$ cat config.mk
export PLATFORM = sky130hd
export DESIGN_NAME = bsg_manycore_axil_req_packet_arb
export DESIGN_NICKNAME = d
export VERILOG_FILES = /design/src/rtl/bsg_manycore_link_to_axil_pkg.sv /design/src/rtl/bsg_round_robin_arb.sv /design/src/rtl/bsg_manycore_axil_req_packet_arb.sv
export SDC_FILE = /design/constraint.sdc
export NUM_CORES = 1
export LEC_CHECK = 0
export ABC_AREA = 0
export BUFFER_PORTS_ARGS = -buffer_cell sky130_fd_sc_hd__buf_2
export CORE_UTILIZATION = 27
export CTS_BUF_LIST = sky130_fd_sc_hd__clkbuf_16
export DETAILED_ROUTE_END_ITERATION = 16
export MAX_ROUTING_LAYER = met4
export PLACE_DENSITY = 0.9
export SYNTH_ARGS = -nofsm -noshare
export SYNTH_HDL_FRONTEND = slang
export SYNTH_SLANG_ARGS = --single-unit
$ cat constraint.sdc
create_clock -name clk_i -period 1.6 [get_ports clk_i]
set_clock_uncertainty 0.05 [all_clocks]
set_input_delay 0.24 -clock clk_i [delete_from_list [all_inputs] [get_ports clk_i]]
set_output_delay 0.24 -clock clk_i [all_outputs]
set_load 0.01 [all_outputs]
$ cat src/rtl/bsg_manycore_link_to_axil_pkg.sv
// Shared types and constants for the manycore AXI-Lite link and its request-side arbiter.
package bsg_manycore_link_to_axil_pkg;

   localparam int host_fifo_width_gp = 128;
   localparam int tx_req_credits_gp  = 4;

   typedef enum logic [0:0] {
      e_idle,
      e_burst
   } bsg_manycore_axil_req_arb_state_e;

   function automatic int safe_clog2(input int x);
      return (x <= 1) ? 1 : $clog2(x);
   endfunction

endpackage

$ cat src/rtl/bsg_round_robin_arb.sv
// Round-robin winner search: first requester after the last granted one, wrapping upward.
module bsg_round_robin_arb
   import bsg_manycore_link_to_axil_pkg::*;
#(
   parameter int num_req_p = 2,
   localparam int id_width_lp = safe_clog2(num_req_p)
) (
   input  logic                   clk_i,
   input  logic                   reset_i,
   input  logic [num_req_p-1:0]   reqs_i,
   input  logic                   yumi_i,
   output logic [id_width_lp-1:0] grant_id_o,
   output logic                   v_o
);

   logic [id_width_lp-1:0] last_r;
   logic [id_width_lp-1:0] idx;

   // Walk offsets from farthest to nearest so the nearest candidate after last_r wins.
   always_comb begin
      grant_id_o = '0;
      v_o        = 1'b0;
      idx        = '0;
      for (int k = num_req_p; k >= 1; k--) begin
         idx = id_width_lp'((int'(last_r) + k) % num_req_p);
         if (reqs_i[idx]) begin
            grant_id_o = idx;
            v_o        = 1'b1;
         end
      end
   end

   always_ff @(posedge clk_i) begin
      if (reset_i)
         last_r <= id_width_lp'(num_req_p - 1);
      else if (yumi_i)
         last_r <= grant_id_o;
   end

endmodule

$ cat src/rtl/bsg_manycore_axil_req_packet_arb.sv
// Packet-atomic round-robin arbiter sharing the tx link request port among several word streams.
module bsg_manycore_axil_req_packet_arb
   import bsg_manycore_link_to_axil_pkg::*;
#(
   parameter int num_req_p         = 2,
   parameter int axil_data_width_p = 32,
   parameter int ratio_p           = host_fifo_width_gp / axil_data_width_p,
   parameter int credit_els_p      = ratio_p * tx_req_credits_gp,
   localparam int credit_width_lp  = $clog2(credit_els_p + 1),
   localparam int id_width_lp      = safe_clog2(num_req_p),
   localparam int beat_width_lp    = safe_clog2(ratio_p)
) (
   input  logic                                   clk_i,
   input  logic                                   reset_i,
   input  logic [num_req_p*axil_data_width_p-1:0] req_data_i,
   input  logic [num_req_p-1:0]                   req_v_i,
   output logic [num_req_p-1:0]                   req_ready_o,
   output logic [axil_data_width_p-1:0]           axil_req_o,
   output logic                                   axil_req_v_o,
   input  logic                                   axil_req_ready_i,
   input  logic [credit_width_lp-1:0]             req_credits_i,
   output logic [id_width_lp-1:0]                 grant_id_o,
   output logic                                   busy_o
);

   bsg_manycore_axil_req_arb_state_e state_r;
   logic [id_width_lp-1:0]   grant_r;
   logic [beat_width_lp-1:0] beat_r;

   logic [id_width_lp-1:0] winner;
   logic                   winner_v;
   logic                   credit_ok;
   logic                   do_grant;
   logic                   in_burst;
   logic                   xfer;
   logic                   last_beat;

   assign in_burst  = (state_r == e_burst);
   assign credit_ok = (req_credits_i >= credit_width_lp'(ratio_p));
   assign do_grant  = !in_burst && winner_v && credit_ok;

   bsg_round_robin_arb #(
      .num_req_p(num_req_p)
   ) rr_arb (
      .clk_i     (clk_i),
      .reset_i   (reset_i),
      .reqs_i    (req_v_i),
      .yumi_i    (do_grant),
      .grant_id_o(winner),
      .v_o       (winner_v)
   );

   // Combinational mux onto the link: no word is ever stored here.
   assign axil_req_o   = req_data_i[grant_r*axil_data_width_p +: axil_data_width_p];
   assign axil_req_v_o = in_burst && req_v_i[grant_r];

   always_comb begin
      req_ready_o = '0;
      if (in_burst)
         req_ready_o[grant_r] = axil_req_ready_i;
   end

   assign xfer      = axil_req_v_o && axil_req_ready_i;
   assign last_beat = (beat_r == beat_width_lp'(ratio_p - 1));

   // Credits are checked only at grant time; vacancy cannot shrink while this block owns the port.
   always_ff @(posedge clk_i) begin
      if (reset_i) begin
         state_r <= e_idle;
         grant_r <= '0;
         beat_r  <= '0;
      end else begin
         case (state_r)
            e_idle: begin
               if (do_grant) begin
                  grant_r <= winner;
                  beat_r  <= '0;
                  state_r <= e_burst;
               end
            end
            e_burst: begin
               if (xfer) begin
                  if (last_beat) begin
                     beat_r  <= '0;
                     state_r <= e_idle;
                  end else begin
                     beat_r  <= beat_r + 1'b1;
                  end
               end
            end
            default: state_r <= e_idle;
         endcase
      end
   end

   assign busy_o     = in_burst;
   assign grant_id_o = grant_r;

endmodule

==> impl_metrics.tcl <==
set metrics [dict create \
    grt_remaining_overflow 0 \
    drc_errors 0 \
    grtUsageTotal_pct 18.8 \
    cp-startpoint "grant_id_o" \
    ios 111 \
    postLayoutCoreUtil_pct 59.3 \
    status "complete, no violations" \
    hold_start "reset_i" \
    worst-setup-path-type "flip-flop to primary output" \
    finalHoldViolCount 0 \
    dpl.cell_count 202 \
    synth-edff-count 0 \
    ir_worst_vdd_mv 0.605 \
    drt_wl_total_um 2720 \
    grt_first_pass_wirelength_um 3650 \
    start_util_pct 29.4 \
    grt_pass1_vias 822 \
    finalCritPeriodShare_pct 96.3 \
    finalSetupViolCount 0 \
    cp_top_family "flip-flops" \
    p_per_area_mw_per_mm2 683 \
    diodes 0 \
    syn_nets 142 \
    regToRegEndpoint "beat_r[0]" \
    regToRegSetupSlack_ns 0.29 \
    grt_setup_unrepaired "no" \
    dr.first_iter.drc_count 8 \
    cp.arrival_ns 1.25 \
    antenna_found_initial 0 \
    fmax_ghz 0.649 \
    die_area_mm2 0.00266 \
    cts_tree "yes" \
    max-slew-margin-rel_pct 81.8 \
    wire_per_inst_um 13.2 \
    ys_seq_elements 5 \
    port_buffers 108 \
    post-cts-setup-buffers 0 \
    firstDrtPassIters 4 \
    worst_skew_pair.late_latency_ns 0.22 \
    drive_gt1_share_pct 82.0 \
    syn_area_um2 663 \
    crit_fanout 19 \
    setup_tns_ns 0 \
    antenna_left 0 \
    ys.flop_type "dfxtp_1" \
    synth_cell_types 21 \
    critPathSlowestCell "dfxtp_4" \
    min_path_type "input port to flip-flop" \
    path_clk_slew_ns 0.03 \
    path_buf_inv 2 \
    r2r_cells 3 \
    slowest_delay_ns 0.37 \
    rows 17 \
    synthCells 67 \
    crit_path_end_kind "primary output" \
    synth_warnings 0 \
    num_vias 983 \
    final_nets 254 \
    synth_seq_area_share_pct 15.1 \
    async_reset_ff_share_pct 0 \
    start_kind "flip-flop" \
    cts_root_buf "clkbuf_16" \
    period_minus_slack_ns 1.54 \
    leakage_nw 0.729 \
    drv_cap 0 \
    die_h_um 51.6 \
    core_area_mm2 0.00225 \
    tightest_slew_ns 0.266 \
    reg2reg_from "busy_o" \
    grt_max_degree 20 \
    area_delta_synth_final_pct 102 \
    vias_per_cell 4.77 \
    cts_max_path_buffers 2 \
    instances_no_fill 206 \
    crit_chain "buf_12 > mux2_2 > buf_2" \
    maxSlewViolCount 0 \
    cts.sinks 5 \
    critPathRequiredTime_ns 1.31 \
    min_to "grant_id_o" \
    die_x_um 51.6 \
    place_congestion 0.743 \
    htreeDepth 1 \
    cts_buffers 3 \
    min_path_cells 2 \
    syn_avg_cell_area_um2 9.90 \
    cts_hold_buf 0 \
]
worst max path at each step:
stage | end | depth (start not counted)
2_1_floorplan | axil_req_o[0] | 3
3_3_place_gp | axil_req_o[22] | 3
3_5_place_dp | axil_req_o[9] | 3
4_1_cts | axil_req_o[9] | 3
5_1_grt | axil_req_o[27] | 3
6_report | axil_req_o[27] | 3
flip-flops by register name, summed over array words and instances, names as in the netlist:
signal         cells
beat_r             2
busy_o             1
grant_id_o         1
rr_arb.last_r      1
cells in the final DEF, fill, tap and decap left out, drive strengths merged:
cell type,n
nor3,1
or4,1
ha,1
and3,1
mux2,32
mux2i,3
nand4bb,1
a21oi,1
dfxtp,5
o31ai,2
clkbuf,3
or3,1
nand3b,2
nor2,4
o32a,1
buf,112
a221oi,1
inv,2
nand2b,2
nand2,2
area by class of cell:
| class | count | area [µm²] |
|---|---|---|
| inverter | 1 | 3.75 |
| multi-input combinational | 56 | 528 |
| clock inverter | 1 | 3.75 |
| fill | 208 | 918 |
| clock buffer | 3 | 75.1 |
| sequential | 5 | 104 |
| tap | 28 | 35.0 |
| timing repair buffer | 112 | 587 |
logic make-up after synthesis:
logic type | synth area share, %
multiplexers | 58.9
AND/OR/NAND/NOR | 13.0
buffers and inverters | 5.28
AO/OA/AOI/OAI | 5.85
flip-flops | 15.1
adder cells (fa/ha/maj) | 1.89
synthesized netlist by cell type, drive strengths merged (2+ instances only):
master | instances | area share, %
mux2 | 32 | 54
buf | 5 | 4.7
dfxtp | 5 | 15
nor2 | 4 | 2.3
mux2i | 3 | 4.5
nand2 | 2 | 1.1
nand2b | 2 | 1.9
nand3b | 2 | 2.3
o31ai | 2 | 2.3
power breakdown:
| group | total, mW | internal [mW] | switching [mW] | leakage [nW] |
|---|---|---|---|---|
| Combinational | 0.366 | 0.213 | 0.152 | 0.645 |
| Sequential | 0.148 | 0.135 | 0.0131 | 0.0419 |
| Clock | 0.399 | 0.323 | 0.0758 | 0.0423 |
routing by layer:
| metal | GRT usage (%) | share of wire, % | vias up |
|---|---|---|---|
| met4 | 0 | 0.40 | 0 |
| met2 | 36.6 | 53 | 47 |
| met1 | 19.1 | 36 | 456 |
| met5 | - | 0 | - |
| li1 | - | - | 478 |
| met3 | 6.43 | 9.9 | 2 |
worst reg2reg max path, cell delays in order, from the launching register on:
cell	delay [ns]
dfxtp_1	0.48
inv_2	0.07
or4_1	0.50
mux2i_1	0.13
what timing repair did:
action	4_1_cts	5_1_grt
resized for setup	1	2
setup endpoints to repair	32	10
endpoints found under the hold margin	0	0
stage by stage:
step | area, µm² | hold WS, ns | setup slack [ns] | total power [mW]
6_report | 1340 | 0.188 | 0.0588 | 0.913
5_1_grt | 1340 | 0.226 | 0.0224 | 0.963
4_1_cts | 1330 | 0.186 | 0.000726 | 0.924
3_5_place_dp | 1250 | 0.427 | 0.166 | 0.514
3_3_place_gp | 1250 | 0.418 | 0.208 | 0.505
2_1_floorplan | 663 | 0.259 | 0.150 | 0.338
Note: power is estimated with default switching activity, not from simulation.
